===== src/rtl/cfg_chain_loader.sv =====
// cfg_chain_loader: loads a NUM_BITS configuration image from a stream of
// WORD_W-bit words, serialising each word LSB first into a shadow register,
// and commits the shadow to cfg_q in one step when the image is complete.
// Optional feature macro: CFG_PARITY_EN (per-word parity check, cfg_err).
//
// Handshake: a word transfers on a rising edge where in_valid && in_ready.
// in_ready is high only in LOAD and never depends on in_valid. The producer
// keeps in_data (and in_parity) stable while in_valid is high until that
// transfer edge.
module cfg_chain_loader #(
  parameter int NUM_BITS = 32,
  parameter int WORD_W   = 8,
  localparam int CNT_W   = $clog2(NUM_BITS + 1),
  localparam int SUB_W   = (WORD_W > 1) ? $clog2(WORD_W) : 1
) (
  input  logic                clk,
  input  logic                rst_n,
  input  logic                start,
  input  logic                abort,
  input  logic                in_valid,
  output logic                in_ready,
  input  logic [WORD_W-1:0]   in_data,
`ifdef CFG_PARITY_EN
  input  logic                in_parity,
  output logic                cfg_err,
`endif
  output logic                busy,
  output logic                done,
  output logic [NUM_BITS-1:0] cfg_q,
  output logic                cfg_valid,
  output logic [1:0]          dbg_state_o,
  output logic [CNT_W-1:0]    dbg_cnt_o
);

  typedef enum logic [1:0] {
    S_IDLE  = 2'd0,
    S_LOAD  = 2'd1,
    S_SHIFT = 2'd2
  } state_t;

  state_t              state_q, state_d;
  logic [NUM_BITS-1:0] shadow_q, shadow_d;
  logic [WORD_W-1:0]   word_q, word_d;
  logic [CNT_W-1:0]    cnt_q, cnt_d;
  logic [SUB_W-1:0]    sub_q, sub_d;
  logic [NUM_BITS-1:0] cfg_d;
  logic                cfg_valid_q, cfg_valid_d;
  logic                done_q, done_d;
`ifdef CFG_PARITY_EN
  logic                word_err_q, word_err_d;
  logic                cfg_err_q, cfg_err_d;
`endif

  // State and datapath registers; reset overrides every other input.
  always_ff @(posedge clk) begin
    if (!rst_n) begin
      state_q     <= S_IDLE;
      shadow_q    <= '0;
      word_q      <= '0;
      cnt_q       <= '0;
      sub_q       <= '0;
      cfg_q       <= '0;
      cfg_valid_q <= 1'b0;
      done_q      <= 1'b0;
`ifdef CFG_PARITY_EN
      word_err_q  <= 1'b0;
      cfg_err_q   <= 1'b0;
`endif
    end else begin
      state_q     <= state_d;
      shadow_q    <= shadow_d;
      word_q      <= word_d;
      cnt_q       <= cnt_d;
      sub_q       <= sub_d;
      cfg_q       <= cfg_d;
      cfg_valid_q <= cfg_valid_d;
      done_q      <= done_d;
`ifdef CFG_PARITY_EN
      word_err_q  <= word_err_d;
      cfg_err_q   <= cfg_err_d;
`endif
    end
  end

  // Next-state logic: IDLE waits for start, LOAD accepts one word, SHIFT
  // moves it bit by bit into the shadow and commits on the last bit.
  always_comb begin
    state_d     = state_q;
    shadow_d    = shadow_q;
    word_d      = word_q;
    cnt_d       = cnt_q;
    sub_d       = sub_q;
    cfg_d       = cfg_q;
    cfg_valid_d = cfg_valid_q;
    done_d      = 1'b0;
`ifdef CFG_PARITY_EN
    word_err_d  = word_err_q;
    cfg_err_d   = cfg_err_q;
`endif
    case (state_q)
      S_IDLE: begin
        if (start && !abort) begin
          state_d  = S_LOAD;
          shadow_d = '0;
          cnt_d    = '0;
          sub_d    = '0;
`ifdef CFG_PARITY_EN
          word_err_d = 1'b0;
          cfg_err_d  = 1'b0;
`endif
        end
      end
      S_LOAD: begin
        if (abort) begin
          state_d  = S_IDLE;
          shadow_d = '0;
        end else if (in_valid) begin
          word_d  = in_data;
          sub_d   = '0;
          state_d = S_SHIFT;
`ifdef CFG_PARITY_EN
          if (^{in_data, in_parity}) word_err_d = 1'b1;
`endif
        end
      end
      S_SHIFT: begin
        if (abort) begin
          state_d  = S_IDLE;
          shadow_d = '0;
        end else begin
          shadow_d = {word_q[0], shadow_q[NUM_BITS-1:1]};
          word_d   = word_q >> 1;
          cnt_d    = cnt_q + CNT_W'(1);
          sub_d    = sub_q + SUB_W'(1);
          if (cnt_q == CNT_W'(NUM_BITS - 1)) begin
            // Last bit: the whole image is in shadow_d, publish it atomically.
            state_d = S_IDLE;
`ifdef CFG_PARITY_EN
            if (word_err_q) begin
              cfg_err_d = 1'b1;
            end else begin
              cfg_d       = shadow_d;
              cfg_valid_d = 1'b1;
              done_d      = 1'b1;
            end
`else
            cfg_d       = shadow_d;
            cfg_valid_d = 1'b1;
            done_d      = 1'b1;
`endif
          end else if (sub_q == SUB_W'(WORD_W - 1)) begin
            state_d = S_LOAD;
          end
        end
      end
      default: state_d = S_IDLE;
    endcase
  end

  assign in_ready    = (state_q == S_LOAD);
  assign busy        = (state_q != S_IDLE);
  assign done        = done_q;
  assign cfg_valid   = cfg_valid_q;
  assign dbg_state_o = state_q;
  assign dbg_cnt_o   = cnt_q;
`ifdef CFG_PARITY_EN
  assign cfg_err     = cfg_err_q;
`endif

endmodule

===== config.mk =====
export PLATFORM = sky130hd
export DESIGN_NAME = cfg_chain_loader
export DESIGN_NICKNAME = d
export VERILOG_FILES = /design/src/rtl/cfg_chain_loader.sv
export SDC_FILE = /design/constraint.sdc
export NUM_CORES = 1
export LEC_CHECK = 0
export CORE_UTILIZATION = 51
export CTS_BUF_LIST = sky130_fd_sc_hd__clkbuf_4
export DETAILED_ROUTE_END_ITERATION = 6
export PLACE_DENSITY = 0.79
export SKIP_LAST_GASP = 1
export SYNTH_ARGS = -nofsm -noshare
export SYNTH_HDL_FRONTEND = slang
export SYNTH_SLANG_ARGS = --single-unit
export TNS_END_PERCENT = 30

===== constraint.sdc =====
create_clock -name clk -period 2.03 [get_ports clk]
set_clock_uncertainty 0.15 [all_clocks]
set_input_delay 0.5075 -clock clk [delete_from_list [all_inputs] [get_ports clk]]
set_output_delay 0.5075 -clock clk [all_outputs]
set_load 0.03 [all_outputs]

## Yosys cells after proc, flatten, opt, wreduce, memory -nomap -nowiden

Index checks and enable logic that the tools add are counted.

| word-level totals | value |
|---|---|
| register bits after elaboration | 85 |
| input port bits | 13 |
| output and inout port bits | 44 |
| word-level logic and storage cells | 62 |

| operators by class | value |
|---|---|
| add/subtract/negate cells | 2 |
| eq/ne operators | 11 |
| muxes and demuxes | 24 |
| bitwise gates (word level) | 3 |
| reductions and logical operators | 14 |

Operator list:

| operator | count |
|---|---|
| 32-bit 2-to-1 mux | 3 |
| 32-bit case mux with 3 select lines | 1 |
| 8-bit 2-to-1 mux | 3 |
| 8-bit case mux with 2 select lines | 1 |
| 2-bit 2-to-1 mux | 6 |
| 3-bit 2-to-1 mux | 4 |
| 6-bit 2-to-1 mux | 2 |
| 6-bit case mux with 2 select lines | 1 |
| 3-bit AND reduction | 4 |
| 2-bit inequality test (second input constant) | 5 |
| 3-bit case mux with 3 select lines | 1 |
| 6-bit by 1-bit adder with 6-bit output (second input constant) | 1 |
| 6-bit by 5-bit equality test with 1-bit output (second input constant) | 1 |
| 2-bit case mux with 3 select lines | 1 |
| 2-bit nonzero test | 3 |
| 5-bit AND reduction | 1 |
| 4-bit inequality test (second input constant) | 1 |
| 4-bit AND reduction | 1 |
| 3-bit by 1-bit adder with 3-bit output (second input constant) | 1 |
| 3-bit equality test (second input constant) | 1 |
| 3-bit inequality test (second input constant) | 1 |
| 1-bit NOT | 3 |
| 3-bit nonzero test | 1 |
| 3-bit OR reduction | 1 |
| 6 further kinds | 6 |

## Logic depth before layout (Yosys ltp)

| logic depth | value |
|---|---|
| depth after elaboration | 5 |
| gate-level depth with buffers | 7 |
| depth with buffers taken out | 5 |

## Worst setup path after synthesis

No wires, ideal clock.

| path | value |
|---|---|
| path type | flip-flop to flip-flop |
| start | reg state_q[0] (netlist: dbg_state_o[0]) |
| end | reg shadow_q[10] |
| setup time | 0.118 ns |
| arrival | 1.862 ns |
| data required time | 1.762 ns |
| slack | -0.100 ns |
| cell stages (with the launch flop) | 6 |
| buffers on the path | 1 |
| clock period less this slack | 2.130 ns |
| cells stage by stage | dfxtp_1 nor2b_1 nand2_1 clkbuf_1 a32oi_1 nor2b_1 |

| on the way | value |
|---|---|
| longest elaborated chain between the ends | 3 |
| elaborated cells on any way between the ends | 8 |
| classes of those cells | eq/ne (4); mux (1); reduce/logical (3) |

RTL lines:

| element | RTL line | source |
|---|---|---|
| start, declared | 41 | `state_t state_q, state_d;` |
| start signal, assigned | 70 | `state_q <= state_d;` |
| 2-bit by 1-bit equality test with 1-bit output (*) | n/a |  |
| named net in_ready | 21 | `output logic in_ready,` |
| 2-bit inequality test (no line) / 3-bit nonzero test (equally long branches) | n/a |  |
| 3-bit AND reduction (no line) | n/a |  |
| end signal, assigned | 71 | `shadow_q <= shadow_d;` |
| end, declared | 42 | `logic [NUM_BITS-1:0] shadow_q, shadow_d;` |

The timed path passes the listed nets; every way through them passes the cells marked *.
A chain may end at the register's enable or synchronous reset.

## Final worst setup path

| path | value |
|---|---|
| start | reg cfg_q[23] |
| end | out cfg_q[23] |

RTL lines:

| element | RTL line | source |
|---|---|---|
| start, declared | 29 | `output logic [NUM_BITS-1:0] cfg_q,` |
| start signal, assigned | 75 | `cfg_q <= cfg_d;` |

No word-level cell between the ends.

==> out/summary.md <==
• **Reg-to-Reg Start** dbg_state_o[0]$_SDFFE_PN0P_
• **post-synthesis net count** 380
• **number of iterations in the first detailed-routing pass** 6
• **violated checks** DRC, setup timing
• **fraction of post-synthesis cell area in the top cell type by area** 50.55%
• **status** finished, violations left
• **overall track demand over capacity in global routing** 21.00%
• **overall die area** 0.006850 mm^2
• **final worst path period share** 104.4%
• **Cell Pwr Density** 678.3 mW/mm^2
• **detailed-route DRC error count** 2
• **critical path class** flip-flop to primary output
• **Starting Density** 52.70%
• **mean number of vias per cell** 5.620
• **number of buffers added for setup after CTS** 0
• **sequential fraction of the synthesis area** 50.55%
• **cell depth of the worst setup path** 1
• **CP max-delay cell** clkdlybuf4s50_1
• **unrepaired setup endpoints after global routing** true
• **Fin Setup TNS** -1.337 ns
• **global-route congestion overflow total** 0
• **vertical extent of the die** 82.77 um
• **largest family of logic cells by synthesized area** simple AND/OR/NAND/NOR gates
• **GP Congestion** 0.8700
• **crit-path cells** clkdlybuf4s50_1
• **register clock-pin slew on the reported worst setup and hold paths** 0.14 ns
• **crit path to** cfg_q[23]
• **Reg area** 0.001682 mm^2
• **Worst EP required** 1.37 ns
• **ratio of cells with drive above 1 in the final layout** 10.21%
• **Top delay family on crit path** buffers and inverters
• **clock sink total** 84
• **critical path endpoint category** primary output
• **total leakage power** 1.667 nW
• **type of origin of the critical path** flip-flop
• **Antenna Cells** 0
• **clk buf depth** 2
• **capture instance of the worst register-to-register path** cfg_q[11]$_SDFFE_PN0P_
• **top fanout value on the critical path** 2
• **relative max-transition margin** 65.16%
• **reported max-cap violation count** 0
• **worst-case register-to-register setup slack** 0.19 ns
• **via count of the first global-routing pass** 2460
• **min cycle time layout** 2.119 ns
• **dominant cell type by area after synthesis** dfxtp_1
• **fraction of registers with async set/reset** 0%
• **main area contributors after synthesis** dfxtp_1, a32oi_1, nor2b_1
• **number of buffers inserted by hold repair at cts** 0
• **post-layout power** 2.838 mW
• **number of nets in the finished design** 432
• **Crit path largest cell delay** 0.68 ns
• **count of antenna-violating nets left after detailed routing** 0
• **top-level I/O count** 57
• **Clock Tree Root** clkbuf_4
• **Layout Area Growth over Synthesis** 25.76%
• **VDD IR-drop max** 435.8 uV
• **Core Rows** 29
• **achievable clock frequency** 471.8 MHz
• **post-synthesis xor/xnor area fraction** 1.053%
• **worst hold path type** flip-flop to flip-flop
• **synth warn** 0
• **Final Worst Setup Slack** -0.08938 ns
• **number of antenna violations at the first check in global routing** 0
• **signal arrival time at the worst endpoint** 1.46 ns
• **total of flip-flops plus latches after synthesis** 84
• **post-synthesis cell type count** 40
• **area used by multi-input combinational logic** 0.001481 mm^2
• **wire length reported by the detailed router** 6.713 mm
• **routed vias** 2799
• **Hold Fails Final Rpt** 0
• **core area** 0.006314 mm^2
• **Syn Std Cell Area** 0.003327 mm^2
• **Slew @ Worst Pin** 0.5226 ns
• **Synth Area in Simple Gates** 21.10%
• **final max-slew violation count** 0
• **post-synthesis compound-gate area fraction** 21.06%
• **Post-DP HPWL** 4.265 mm
• **DRC marker count from the first detailed-route iteration** 131
• **clock tree from TritonCTS** built
• **maximum number of pins on one net before global-route repair** 67
• **CTS Buf Count** 9
• **# port buffers** 56
• **Mean Syn Cell Area** 9.140 um^2
• **adder and majority gate portion of the synthesized area** 1.128%
• **most instantiated library cell after synthesis** dfxtp_1
• **commonest cells in the netlist** dfxtp_1, nand2_1, nand3_1
• **critical path buffer and inverter count** 1
• **horizontal extent of the die** 82.77 um
• **wire length of the first global-routing pass** 10.98 mm
• **fill cell count** 529
• **number of instances in the synthesized netlist** 364
• **depth of the CTS H-tree** 3
• **clock latency of the later-clocked register in the worst-skew pair** 0.42 ns
• **post-synthesis mux area share** 0%
• **Final setup viols** 22
• **detailed-route wire length per cell** 13.48 um
• **Setup crit start** cfg_q[23]$_SDFFE_PN0P_
• **number of synthesized flops with an enable pin** 0
• **Reg2Reg Depth** 6
• **leading register cell type out of synthesis** dfxtp_1
==> timing repair <==
| action | CTS | global route |
|---|---|---|
| endpoints found under the setup margin | 44 | 31 |
| resized for setup | 13 | 9 |
| endpoints found under the hold margin | 0 | 0 |
==> cell families after synthesis <==
logic type      count (synthesis)
compound gates                103
xor+xnor                        4
fa+ha+maj                       3
buf+inv                        35
flops                          84
simple gates                  135
==> metrics by stage <==
stage                     instances  hold WS (ns)  worst slack [ns]  instance area (um^2)  utilization, %
after floorplan                 364        0.2788            0.1069                  3329               -
after global placement          482        0.2862           -0.2094                  4040           63.99
after detailed placement        482        0.2902           -0.2426                  4040           63.99
after CTS                       498        0.3087           -0.1070                  4161           65.91
after global routing            498        0.3225           -0.1691                  4184           66.27
final                           498        0.3032          -0.08938                  4184           66.27
==> area by class of cell <==
type / count / share of cell area, %
Clock inverter: 6 / 1.495
Timing Repair Buffer: 74 / 18.63
Clock buffer: 10 / 1.794
Sequential cell: 84 / 40.19
Inverter: 2 / 0.1794
Tap cell: 77 / 2.303
Multi-Input combinational cell: 245 / 35.41
==> worst min path at each step <==
stage,start,endpoint,slack (ns),depth (start not counted)
2_1_floorplan,sub_q[0]$_SDFFE_PN0P_,sub_q[0]$_SDFFE_PN0P_,0.28,1
3_3_place_gp,cfg_q[19]$_SDFFE_PN0P_,cfg_q[19]$_SDFFE_PN0P_,0.29,2
3_5_place_dp,cfg_q[9]$_SDFFE_PN0P_,cfg_q[9]$_SDFFE_PN0P_,0.29,2
4_1_cts,cfg_q[9]$_SDFFE_PN0P_,cfg_q[9]$_SDFFE_PN0P_,0.31,2
5_1_grt,cfg_q[11]$_SDFFE_PN0P_,cfg_q[11]$_SDFFE_PN0P_,0.32,2
6_report,cfg_q[18]$_SDFFE_PN0P_,cfg_q[18]$_SDFFE_PN0P_,0.30,2
==> flip-flops by register name, indices dropped and copies added (netlist names) <==
signal and cells:
shadow_q 31, done 1, word_q 8, sub_q 3, cfg_valid 1, dbg_state_o 2
cfg_q 32, dbg_cnt_o 6
==> report_power, final <==
group	internal, mW	total, mW	switching, mW
Sequential	1.66	1.66	0.00537
Combinational	0.0950	0.218	0.123
Clock	0.390	0.957	0.567
==> placed cells by master, fill, tap and decap left out, types with 3 or more instances in the layout <==
cell / n
dlygate4sd2_1: 13
clkdlybuf4s50_1: 31
o21ai_0: 20
buf_4: 13
ha_1: 3
nand3b_1: 3
nor2b_1: 32
dlymetal6s2s_1: 9
o21ai_1: 23
dfxtp_1: 84
buf_12: 7
a32oi_1: 31
o21a_1: 3
clkinv_2: 3
clkbuf_4: 10
a21boi_0: 4
o32ai_1: 5
nand2_1: 38
nor2_1: 12
xnor2_1: 3
a21oi_1: 8
nand3_1: 35
==> worst reg2reg max path: cells and delay by family, from the launching register on <==
family	cells	cell delay [ns]
flip-flops	1	0.33
AO/OA/AOI/OAI	1	0.09
AND/OR/NAND/NOR	3	0.78
buffers and inverters	2	0.45
==> routing by layer <==
metal	global-route usage, %	share of wire [%]	wire length [um]
met1	25.65	47	3164
met2	34.51	47	3148
met3	4.835	4.3	292
met4	10.52	1.6	108
met5	0	0	0
Note: power is estimated with default switching activity, not from simulation.
==> RTL change, RTL diff (config.mk and constraints unchanged) <==
Make the reset (`rst_n`) asynchronous in one clocked block.
--- a/src/rtl/cfg_chain_loader.sv
+++ b/src/rtl/cfg_chain_loader.sv
@@ -52,7 +52,7 @@
 `endif
 
   // State and datapath registers; reset overrides every other input.
-  always_ff @(posedge clk) begin
+  always_ff @(posedge clk or negedge rst_n) begin
     if (!rst_n) begin
       state_q     <= S_IDLE;
       shadow_q    <= '0;
Function: differs if rst_n is asserted again (counterexample within 4 cycles, from zero or initial values and one cycle with rst_n low); with rst_n held inactive, the same outputs for 10 cycles.
==> RTL change against the original RTL <==
- the run ends with negative setup slack left
- cell count decreased by 4.8%
- sequential cell count unchanged
- register-to-register slack lost 0.09 ns
- synthesized area increased by 9.2%
- routed wire length grew 2.7%
- global-route usage decreased by 0.29 points
- worst setup slack worse by 0.024 ns
- cell area is 10% higher
- critical endpoint is now cfg_q[19]
Power is not compared: it rests on default switching activity, and its combinational part moved more than twofold at a synthesized area within 25%.
==> RTL change: results (changes against the original RTL) <==
.. list-table::
   :header-rows: 1

   * - Metric
     - Value
   * - Slowest stage cell on the critical path
     - clkdlybuf4s50_1 (unchanged)
   * - Count of routing violations after the opening detailed-route iteration
     - 191 (was 131)
   * - H-Tree Depth
     - 3 (unchanged)
   * - Yosys cell types
     - 39 (was 40)
   * - Met2 Use GR
     - 0.335 (was 0.345)
   * - Synthesized netlist net count
     - 320 (was 380)
   * - Met1 Resource Use GR
     - 0.267 (was 0.256)
   * - Standby leakage power
     - 0.00232 uW
   * - 1st-pass router iterations
     - 4 (was 6)
   * - FFs w/ async S/R, synth
     - 1.00 (was 0)
   * - Fraction of the yosys area taken by sequential cells
     - 0.579 (was 0.505)
   * - Status
     - finished with violations (unchanged)
   * - Actual transition at the worst max-transition pin
     - 0.505 ns (was 0.523 ns)
   * - Global-route met3 utilization
     - 0.0352 (was 0.0484)
   * - Arrival time at the worst endpoint
     - 1.49 ns (was 1.46 ns)
   * - Number of nets at the end of the flow
     - 390 (was 432)
   * - Detailed placement HPWL
     - 4570 um (was 4260 um)
   * - Violations in the final reports
     - negative setup slack (was design-rule violations, negative setup slack)
   * - Setup-failing EPs final
     - 20 (was 22)
   * - Gp weighted congestion
     - 0.848 (was 0.870)
   * - Worst supply voltage drop on vdd
     - ~0.46 mV
   * - Worst skew pair latency
     - roughly 0.43 ns
   * - Worst setup margin
     - -0.114 ns (was -0.0894 ns)
   * - Wire length of the first global-routing pass
     - 11,800 um (was 11,000 um)
   * - Synth top area share
     - 0.579 (was 0.505)
   * - Cell types occupying the most area after synthesis
     - dfrtp_1 58%, mux2_1 8.7%, o31ai_1 6.4% (was dfxtp_1 51%, a32oi_1 8.2%, nor2b_1 6.2%)
   * - Fraction of final layout cells with drive strength greater than 1
     - 0.185 (was 0.102)
   * - Register-to-register setup slack
     - 0.10 ns (was 0.19 ns)
   * - Register clock-pin slew on the reported worst setup and hold paths
     - between 0.1 and 0.15 ns
   * - Via Count
     - 2,483 (was 2,799)
   * - Overall Global Routing Usage
     - 0.207 (was 0.210)
   * - Number of inserted diodes
     - 0 (unchanged)
   * - Global route overflow
     - 0 (unchanged)
   * - Largest net degree at the start of global routing
     - 38 (was 67)
   * - Top cell types by occurrence after synthesis
     - 84 x dfrtp_1, 35 x inv_1, 34 x nand2_1, 31 x o31ai_1, 28 x mux2_1 (was 84 x dfxtp_1, 38 x nand2_1, 35 x nand3_1, 33 x nor2b_1, 31 x a32oi_1)
   * - Final Routed Wirelength
     - 6900 um (was 6710 um)
   * - Power Internal
     - about 2800 uW
## RTL change: cell count changes after synthesis, moves of 23 or more
cell     before  now
o31ai_1       2   31
o21ai_1      23    0
nand3_1      35    2
inv_1         2   35
mux2_1        0   28
nor2b_1      33    2
dfxtp_1      84    0
a32oi_1      31    1
dfrtp_1       0   84
## RTL change: final timing paths
check / to / depth (start not counted) / startpoint
worst max-delay path: cfg_q[19] / 1 / cfg_q[19]$_DFFE_PN0P_
worst min-delay path: cfg_valid$_DFFE_PN0P_ / 1 / cfg_valid$_DFFE_PN0P_
worst max register to register: cfg_q[14]$_DFFE_PN0P_ / 5 / dbg_cnt_o[1]$_DFFE_PN0P_
worst min register to register: cfg_valid$_DFFE_PN0P_ / 1 / cfg_valid$_DFFE_PN0P_
max in group asynchronous: shadow_q[2]$_DFFE_PN0P_ / 3 / rst_n
min in group asynchronous: word_q[7]$_DFFE_PN0P_ / 2 / rst_n
## RTL change: area by class of cell
cell class | count | area (sq um)
clock buffers | 9 | 67.6
inverters | 35 | 131
flip-flops and latches | 84 | 2110
repair buffers | 78 | 793
multi-input cells | 166 | 1320
well taps | 96 | 120
clock inverters | 6 | 63.8
fillers | 517 | 2230
## RTL change: through the flow
stage | hold slack, ns | setup WS [ns] | area [sq um] | TNS (ns) | std cells
5_1_grt | 0.357 | -0.162 | 4610 | -2.93 | 474
4_1_cts | 0.345 | -0.144 | 4580 | -3.59 | 474
3_5_place_dp | 0.313 | -0.211 | 4450 | -10.44 | 458
2_1_floorplan | 0.0619 | 0.00639 | 3650 | 0 | 304
6_report | 0.337 | -0.114 | 4610 | -1.61 | 474
3_3_place_gp | 0.304 | -0.192 | 4450 | -9.92 | 458
## RTL change: logic make-up after synthesis
logic type / share of synthesized area
flops: 0.579
compound gates: 0.116
simple gates: 0.0785
buf+inv: 0.0627
mux: 0.154
fa+ha+maj: 0.0103
## RTL change: power by group through the flow
stage               clock network [uW]  logic [uW]  registers, uW
floorplan                            0         682           2130
global placement                     0        1250           2050
detailed placement                   0        1280           2070
CTS                                957        1250           2030
global route                      1030        1330           2070
finish                             931        1240           2030
## RTL change: layer usage
layer	routed length, um	up-vias
li1	-	1196
met1	3200	1233
met2	3330	40
met3	170	14
met4	198	0
met5	0	-
## RTL change: what timing repair did
action                                  CTS  global route
hold buffers                              1             0
endpoints found under the setup margin   44            34
setup buffers                             0             0
resized for setup                        14            10
pin swaps                                 0             0
hold endpoints to repair                 29             0
